$ cat config.mk
export PLATFORM = sky130hd
export DESIGN_NAME = div32
export DESIGN_NICKNAME = d
export VERILOG_FILES = /design/src/rtl/alu_pkg.sv /design/src/rtl/add32.sv /design/src/rtl/div32.sv
export SDC_FILE = /design/constraint.sdc
export NUM_CORES = 1
export LEC_CHECK = 0
export ABC_AREA = 1
export BUFFER_PORTS_ARGS = -buffer_cell sky130_fd_sc_hd__clkbuf_2
export CAP_MARGIN = 20
export CORE_AREA = 2 2 137 139
export DETAILED_ROUTE_END_ITERATION = 6
export DIE_AREA = 0 0 139 141
export GPL_ROUTABILITY_DRIVEN = 0
export HOLD_SLACK_MARGIN = 0.1
export PLACE_DENSITY = 0.74
export SKIP_LAST_GASP = 1
export SYNTH_ARGS = -nofsm -noshare
export SYNTH_HDL_FRONTEND = slang
export SYNTH_SLANG_ARGS = --single-unit
$ cat constraint.sdc
create_clock -name clk -period 3 [get_ports clk]
set_clock_uncertainty 0.2 [all_clocks]
set_input_delay 0.6 -clock clk [delete_from_list [all_inputs] [get_ports clk]]
set_output_delay 0.6 -clock clk [all_outputs]
set_load 0.02 [all_outputs]
$ cat src/rtl/alu_pkg.sv
// alu_pkg: shared ALU constants and the divider FSM state encoding.
package alu_pkg;

   localparam int XLEN      = 32;
   localparam int DIV_ITERS = 32;
   localparam int CNT_W     = 6;

   // Iteration counter preload: counts DIV_ITERS-1 down to 0, one step per RUN edge.
   localparam logic [CNT_W-1:0] CNT_LOAD = CNT_W'(DIV_ITERS - 1);

   typedef enum logic [1:0] {
      IDLE = 2'd0,
      RUN  = 2'd1,
      FIX  = 2'd2,
      DONE = 2'd3
   } div_state_e;

endpackage

$ cat src/rtl/add32.sv
// add32: plain 32-bit ripple adder with carry-in and carry-out.
// Subtraction is done by the caller inverting y and setting cin.
module add32
   import alu_pkg::*;
(
   input  logic [XLEN-1:0] x,
   input  logic [XLEN-1:0] y,
   input  logic            cin,
   output logic [XLEN-1:0] sum,
   output logic            cout
);

   // Full-width add; the extra top bit becomes the carry-out.
   always_comb begin
      {cout, sum} = {1'b0, x} + {1'b0, y} + {{XLEN{1'b0}}, cin};
   end

endmodule

$ cat src/rtl/div32.sv
// div32: 32-bit radix-2 restoring divider with a fixed 33-cycle latency
// (32 RUN iterations plus one FIX cycle).
// Optional feature: define DIV32_SIGNED_EN to honour is_signed (DIV/REM,
// truncating, remainder takes the dividend's sign). Without it every
// operation is unsigned (DIVU/REMU) and is_signed is ignored.
module div32
   import alu_pkg::*;
(
   input  logic            clk,
   input  logic            rst,
   input  logic            start,
   input  logic            is_signed,
   input  logic [XLEN-1:0] a,
   input  logic [XLEN-1:0] b,
   output logic            busy,
   output logic            done,
   output logic [XLEN-1:0] q,
   output logic [XLEN-1:0] r,
   output logic            dz
);

   div_state_e       state_q;
   div_state_e       state_d;
   logic [CNT_W-1:0] cnt_q;
   logic [XLEN-1:0]  rem_q;
   logic [XLEN-1:0]  quo_q;
   logic [XLEN-1:0]  dvs_q;
   logic             zero_q;
   logic             accept;
   logic [XLEN-1:0]  a_mag;
   logic [XLEN-1:0]  b_mag;
   logic [XLEN-1:0]  rem_sh;
   logic [XLEN-1:0]  add_x;
   logic [XLEN-1:0]  add_y;
   logic             add_cin;
   logic [XLEN-1:0]  add_sum;
   logic             add_cout;
   logic             commit;
   logic [XLEN-1:0]  fix_q;
   logic [XLEN-1:0]  fix_r;

`ifdef DIV32_SIGNED_EN
   logic             a_neg;
   logic             b_neg;
   logic             neg_quo_q;
   logic             neg_rem_q;

   function automatic logic [XLEN-1:0] neg32(input logic [XLEN-1:0] x);
      return ~x + {{(XLEN-1){1'b0}}, 1'b1};
   endfunction

   // Operand magnitudes: only negative values in signed mode get negated.
   assign a_neg = is_signed & a[XLEN-1];
   assign b_neg = is_signed & b[XLEN-1];
   assign a_mag = a_neg ? neg32(a) : a;
   assign b_mag = b_neg ? neg32(b) : b;
`else
   logic             is_signed_unused;

   // Unsigned-only build: operands are used as-is.
   assign a_mag            = a;
   assign b_mag            = b;
   assign is_signed_unused = is_signed;
`endif

   // A new divide is taken only when no operation is in flight.
   assign accept = start & ~busy;

   // State register; reset abandons any operation in progress.
   always_ff @(posedge clk) begin
      if (rst) state_q <= IDLE;
      else     state_q <= state_d;
   end

   // Next-state logic and status outputs.
   always_comb begin
      state_d = state_q;
      busy    = 1'b0;
      done    = 1'b0;
      case (state_q)
         IDLE: begin
            if (start) state_d = RUN;
         end
         RUN: begin
            busy = 1'b1;
            if (cnt_q == '0) state_d = FIX;
         end
         FIX: begin
            busy    = 1'b1;
            state_d = DONE;
         end
         DONE: begin
            done    = 1'b1;
            state_d = start ? RUN : IDLE;
         end
         default: state_d = IDLE;
      endcase
   end

   // Shared adder operands: trial subtract in RUN, quotient negation in FIX.
   always_comb begin
      rem_sh  = {rem_q[XLEN-2:0], quo_q[XLEN-1]};
      add_x   = rem_sh;
      add_y   = ~dvs_q;
      add_cin = 1'b1;
`ifdef DIV32_SIGNED_EN
      if (state_q == FIX) begin
         add_x = ~quo_q;
         add_y = '0;
      end
`endif
   end

   add32 u_add32 (
      .x    (add_x),
      .y    (add_y),
      .cin  (add_cin),
      .sum  (add_sum),
      .cout (add_cout)
   );

   // The shifted remainder is really 33 bits wide; if its dropped MSB was set
   // it exceeds any 32-bit divisor, so the trial must be committed regardless
   // of carry-out (only reachable for divisors at or above 2^31).
   assign commit = add_cout | rem_q[XLEN-1];

   // Final result: sign correction and the divide-by-zero quotient override.
   always_comb begin
      fix_q = quo_q;
      fix_r = rem_q;
`ifdef DIV32_SIGNED_EN
      if (neg_quo_q) fix_q = add_sum;
      if (neg_rem_q) fix_r = neg32(rem_q);
`endif
      if (zero_q) fix_q = '1;
   end

   // Iteration datapath: operand load on accept, one restoring step per RUN edge.
   always_ff @(posedge clk) begin
      if (accept) begin
         rem_q  <= '0;
         quo_q  <= a_mag;
         dvs_q  <= b_mag;
         zero_q <= (b == '0);
`ifdef DIV32_SIGNED_EN
         neg_quo_q <= a_neg ^ b_neg;
         neg_rem_q <= a_neg;
`endif
      end else if (state_q == RUN) begin
         rem_q <= commit ? add_sum : rem_sh;
         quo_q <= {quo_q[XLEN-2:0], commit};
      end
   end

   // Iteration counter and the architecturally visible result registers.
   always_ff @(posedge clk) begin
      if (rst) begin
         cnt_q <= '0;
         q     <= '0;
         r     <= '0;
         dz    <= 1'b0;
      end else begin
         if (accept)
            cnt_q <= CNT_LOAD;
         else if (state_q == RUN && cnt_q != '0)
            cnt_q <= cnt_q - 1'b1;
         if (state_q == FIX) begin
            q  <= fix_q;
            r  <= fix_r;
            dz <= zero_q;
         end
      end
   end

endmodule

==> impl_results.md, run 1 <==
- Status: finished clean
- Vias in the first global route: 8098
- Area grow syn2layout: 16.0%
- Yosys top cell area share: 0.228
- DIE AREA: 0.0196 mm2
- Type of the worst min-delay path: in2reg
- Pre-CTS setup slack: 0.301 ns
- Final antenna diode count: 0
- Fmax: 0.374 GHz
- Placed wire-length estimate: 16500 um
- Post-synth top flop: dfxtp_1
- Clock tree sinks: 170
- CTS tree: yes
- Reg2reg setup slack: 0.33 ns
- Max-slew violation count: 0
- Resized cells post-CTS: 0
- Clock-pin slew on the worst setup and hold paths: 0.07 ns
- Post-synth EDFFs: 65
- Initial antenna violation count: 0
- Mapped Avg Cell Area: 7.17 um2
- CTS H-tree lvls: 4
- Final worst slack: 0.326 ns
- Worst Hold End: dvs_q[21]
- R2R cell count: 15
- Max-Cap Viols: 0
- Synthesis-stage register bit count: 170
- Kind of critical path: reg2reg
- Cell with the most instances after synthesis: nand2_1
- Leak: 5.52 nW
- Core Area: 0.0183 mm2
- Startpoint class of the critical path: flop
- Ranking of synthesized cells by area: dfxtp_1 23%, edfxtp_1 21%, nand2_1 15%
- Via-per-instance ratio: 5.08
- Distinct cells, synth: 33
- Slew HR: 0.498
- Number of setup violations in the final report: 0
- Nets: 1513
- YS warnings: 0
- Fraction of layout instances using a drive strength above 1: 0.132
- IO Port Bufs: 133
- Fin Setup TNS: 0 ns
- Gr usage total: 0.239
- Final wirelength: 23100 um
- Worst skew pair latency: 0.43 ns
- Ys async rst share: 0
- First-pass GRT wire length: 38500 um
- VDD IR max: 0.625 mV
- Num CTS Buffers: 17
- RSZ-0062 raised after global routing: no
- Hold path depth: 1
- HP Start: b[21]
- Register area share after synthesis: 0.439
- Synth cell count leaders: 374 x nand2_1, 254 x inv_1, 105 x dfxtp_1, 105 x o21ai_0, 93 x nand3_1
- Crit path launch: quo_q[31]
- Grt total ovfl: 0
- Tightest Pin Transition: 0.746 ns
- Die height: 141 um
- Largest net degree at the start of global routing: 100
- Detail Route Antenna Nets: 0
- Syn Std Cell Area: 0.00923 mm2
- Number of remaining DRC errors: 0
- Syn Nets: 1394
- Power per Cell Area: 815 mW/mm2
- Fin crit share: 0.891
- Deepest clock path buffer count: 2
- Initial Util: 0.505
- Setup Fix Bufs, Post-CTS: 0
- Worst path required time: 3.14 ns
- First DRT Iteration DRCs: 552
- Final min period: 2.67 ns
- DR WL/cell: 14.0 um
- I/O pins: 135
- Final Hold Vio Count: 0
- CP Max Fanout: 32
- Total iterations of the first detailed-routing run: 7
- Leading area contributor after synthesis: dfxtp_1
- Hold buffers post-CTS: 0
- Worst Setup End Kind: flop
- Crit Reg-Reg Startpoint: quo_q[31]
- Critical path arrival: 2.81 ns
- Worst r2r dst: fix_r[25]
- Row count: 50
- Total number of vias: 8392
- Die X: 139 um
- Cell count after synthesis: 1287
- Min Hold Slack: 0.156 ns
- Clock root buffer: clkbuf_16
[per-stage QoR]
stage | instance area (um2) | utilization | power (mW) | instances
after floorplan | 9230 | - | 5.61 | 1287
after global placement | 10100 | 0.554 | 6.51 | 1621
after detailed placement | 10100 | 0.554 | 6.59 | 1621
after CTS | 10700 | 0.586 | 8.77 | 1653
after global routing | 10700 | 0.586 | 9.28 | 1653
final | 10700 | 0.586 | 8.73 | 1653
[cell type report]
type                       count  area, um2
clock buffer                  17        425
clock inverter                15        158
fill                        1767       7560
inverter                     254        953
multi-input combinational    821       4040
sequential                   170       4050
tap                          234        293
timing repair buffer         142        783
[flip-flops by register name, summed over array words and instances (netlist names)]
| name | count |
|---|---|
| quo_q | 32 |
| fix_r | 32 |
| cnt_q | 6 |
| state_q | 2 |
| zero_q | 1 |
| r | 32 |
| q | 32 |
| dvs_q | 32 |
| dz | 1 |
[worst max-delay path, cell delays in order (launching register included)]
cell      delay, ns
edfxtp_1       0.33
inv_1          0.06
ha_1           0.22
fa_1           0.40
inv_1          0.12
nand2_1        0.06
nand2_1        0.07
nand3_1        0.08
nand2_2        0.14
nand2_2        0.06
nand2_2        0.12
nand3_4        0.09
nand2_4        0.29
nand3_1        0.19
nand2_1        0.11
nand2_1        0.04
[layer usage]
layer	up-vias	global-route usage	share of wire
met4	0	0.0723	0.018
met3	40	0.0649	0.063
met5	-	0	0
met2	206	0.409	0.47
met1	3852	0.297	0.45
li1	4294	-	-
[power breakdown]
| group | switching [mW] | total [mW] | internal [mW] |
|---|---|---|---|
| sequential | 0.268 | 3.54 | 3.27 |
| combinational | 2.12 | 3.02 | 0.892 |
| clock | 1.06 | 2.17 | 1.11 |
| total | 3.45 | 8.73 | 5.27 |
[worst max-delay path by stage]
stage | endpoint | slack (ns) | cells after the start
5_1_grt | fix_r[25] | 0.08 | 15
3_5_place_dp | fix_r[25] | 0.30 | 15
2_1_floorplan | quo_q[0] | 0.01 | 6
4_1_cts | fix_r[25] | 0.30 | 15
6_report | fix_r[25] | 0.33 | 15
3_3_place_gp | fix_r[25] | 0.37 | 15
[layout by cell type (no fill, tap or decap), types with 8 or more instances in the layout]
cell and count:
nor2_1 52, inv_1 254, dfxtp_1 105, nand4_1 11, a21oi_1 83, xnor2_1 13
nand2_1 374, nand3_1 93, clkbuf_2 133, o21ai_0 105, o21ai_1 9, edfxtp_1 65
ha_1 37, clkbuf_16 17, nor4_1 8
[cell families (layout without fill, tap and decap cells)]
logic type / Yosys count / after routing / synth area share
AO/OA/AOI/OAI: 204 / 204 / 0.113
XOR/XNOR: 15 / 15 / 0.0142
adder cells (fa/ha/maj): 39 / 39 / 0.0537
buffers and inverters: 296 / 428 / 0.125
flip-flops: 170 / 170 / 0.439
AND/OR/NAND/NOR: 563 / 563 / 0.255
(Power assumes the default switching activity.)
==> run 2: changes to the inputs <==
Settings changed: MAX_ROUTING_LAYER set to met4.
==> impl_results.md, run 2 (synthesis results as in run 1) <==
- VDD IR max: 0.630 mV (was 0.625 mV)
- Vias in the first global route: 8109 (was 8098)
- First-pass GRT wire length: 38400 um (was 38500 um)
- Clock tree sinks: 170 (unchanged)
- Worst Setup End Kind: flop (unchanged)
- Placed wire-length estimate: 16500 um (unchanged)
- Post-Place Cells: 1621 (unchanged)
- Tot Pwr: 8.72 mW (was 8.73 mW)
- Fmax: 0.374 GHz (about the same)
- CP max stage delay: 0.40 ns (about the same)
- Final Hold Vio Count: 0 (unchanged)
- RSZ-0062 raised after global routing: no (unchanged)
- CP Max Fanout: 32 (unchanged)
- Kind of critical path: reg2reg (unchanged)
- Power per Cell Area: 815 mW/mm2 (about the same)
- Status: finished clean (unchanged)
- Fin Setup TNS: 0 ns (unchanged)
- Initial antenna violation count: 0 (unchanged)
- Final antenna diode count: 0 (unchanged)
- Number of setup violations in the final report: 0 (unchanged)
- Total number of vias: 8434 (was 8392)
- Type of the worst min-delay path: in2reg (unchanged)
- Area grow syn2layout: 16.0% (unchanged)
- Pre-CTS setup slack: 0.301 ns (unchanged)
- Die height: 141 um (unchanged)
- I/O pins: 135 (unchanged)
- Crit-path slowest cell: fa_1 (unchanged)
- Largest net degree at the start of global routing: 100 (unchanged)
- IO Port Bufs: 133 (unchanged)
- Total iterations of the first detailed-routing run: 7 (unchanged)
- Number of remaining DRC errors: 0 (unchanged)
- Setup Fix Bufs, Post-CTS: 0 (unchanged)
- CTS H-tree lvls: 4 (unchanged)
- M1 wire length: 10500 um (was 10400 um)
- Clock root buffer: clkbuf_16 (unchanged)
- CTS tree: yes (unchanged)
- Startpoint class of the critical path: flop (unchanged)
- Resized cells post-CTS: 0 (unchanged)
- Commonest cells after routing, fill and taps aside: 374 x nand2_1, 254 x inv_1, 133 x clkbuf_2, 105 x o21ai_0, 105 x dfxtp_1 (unchanged)
- Most frequent CP cell: nand2_1 (unchanged)
- Row count: 50 (unchanged)
- CP Cell Sequence: inv_1 -> ha_1 -> fa_1 -> inv_1 -> nand2_1 -> nand2_1 -> nand3_1 -> nand2_2 -> nand2_2 -> nand2_2 -> nand3_4 -> nand2_4 -> nand3_1 -> nand2_1 -> nand2_1 (unchanged)
- Most common cell after layout, fill and taps aside: nand2_1 (unchanged)
- Grt total ovfl: 0 (unchanged)
- Fin crit share: 0.891 (about the same)
- Nets: 1513 (unchanged)
- Filler Cell Count: 1767 (unchanged)
- Worst path required time: 3.14 ns (about the same)
- Final min period: 2.67 ns (about the same)
- Design area: 0.0107 mm2 (unchanged)
- Tightest Pin Transition: 0.743 ns (was 0.746 ns)
- Fraction of layout instances using a drive strength above 1: 0.132 (unchanged)
- Final worst slack: 0.327 ns (was 0.326 ns)
- Dpl cell area: 0.0101 mm2 (unchanged)
- Final wirelength: 23200 um (was 23100 um)
- Met3 wire len: 1430 um (was 1460 um)
- Clock-pin slew on the worst setup and hold paths: 0.07 ns (about the same)
- Gr usage total: 0.246 (was 0.239)
- Max-Cap Viols: 0 (unchanged)
- Worst skew pair latency: 0.43 ns (about the same)
- DIE AREA: 0.0196 mm2 (unchanged)
- Core Area: 0.0183 mm2 (unchanged)
- DR WL/cell: 14.0 um (about the same)
- DR top layer: met4 (unchanged)
- Non-Filler Instances: 1653 (unchanged)
- Via-per-instance ratio: 5.10 (was 5.08)
- Slew HR: 0.500 (was 0.498)
- Die X: 139 um (unchanged)
- Num CTS Buffers: 17 (unchanged)
- Initial Util: 0.505 (unchanged)
- Deepest clock path buffer count: 2 (unchanged)
- Met2 wire len: 10800 um (about the same)
- Max-slew violation count: 0 (unchanged)
- Leak: 5.52 nW (unchanged)
- First DRT Iteration DRCs: 563 (was 552)
- Detail Route Antenna Nets: 0 (unchanged)
- Critical path arrival: 2.81 ns (about the same)
- Hold buffers post-CTS: 0 (unchanged)
[run 2: final timing paths]
path | startpoint | end | slack, ns | cells past startpoint
hold / removal | b[21] | dvs_q[21] | 0.16 | 1
setup / recovery | quo_q[31] | fix_r[25] | 0.33 | 15
hold reg to reg | cnt_q[5] | cnt_q[5] | 0.24 | 1
setup reg to reg | quo_q[31] | fix_r[25] | 0.33 | 15
[run 2: area by class of cell]
| cell class | count | area (um2) | share of cell area |
|---|---|---|---|
| inverter | 254 | 953 | 0.0891 |
| clock inverter | 15 | 158 | 0.0147 |
| clock buffer | 17 | 425 | 0.0397 |
| multi-input combinational | 821 | 4040 | 0.377 |
| sequential | 170 | 4050 | 0.379 |
| timing repair buffer | 142 | 783 | 0.0732 |
| tap | 234 | 293 | 0.0274 |
[run 2: critical path: cells and delay by family, from the launching register on]
| family | cells | cell delay (ns) |
|---|---|---|
| adder cells (fa/ha/maj) | 2 | 0.62 |
| buffers and inverters | 2 | 0.18 |
| flip-flops | 1 | 0.33 |
| AND/OR/NAND/NOR | 11 | 1.24 |
[run 2: through the flow]
stage	hold slack, ns	utilization
after global placement	0.227	0.554
final	0.156	0.586
after floorplan	0.212	-
after global routing	0.151	0.586
after CTS	0.146	0.586
after detailed placement	0.230	0.554
[run 2: power by group]
part	leakage, nW	switching, mW	internal, mW
Clock	0.276	1.06	1.11
Sequential	1.49	0.269	3.27
Combinational	3.76	2.12	0.891
Total	5.52	3.45	5.27
[run 2: per-layer routing]
metal,vias up,GRT usage
li1,4296,-
met1,3870,0.303
met2,229,0.409
met3,39,0.0564
met4,0,0.0723
met5,-,-
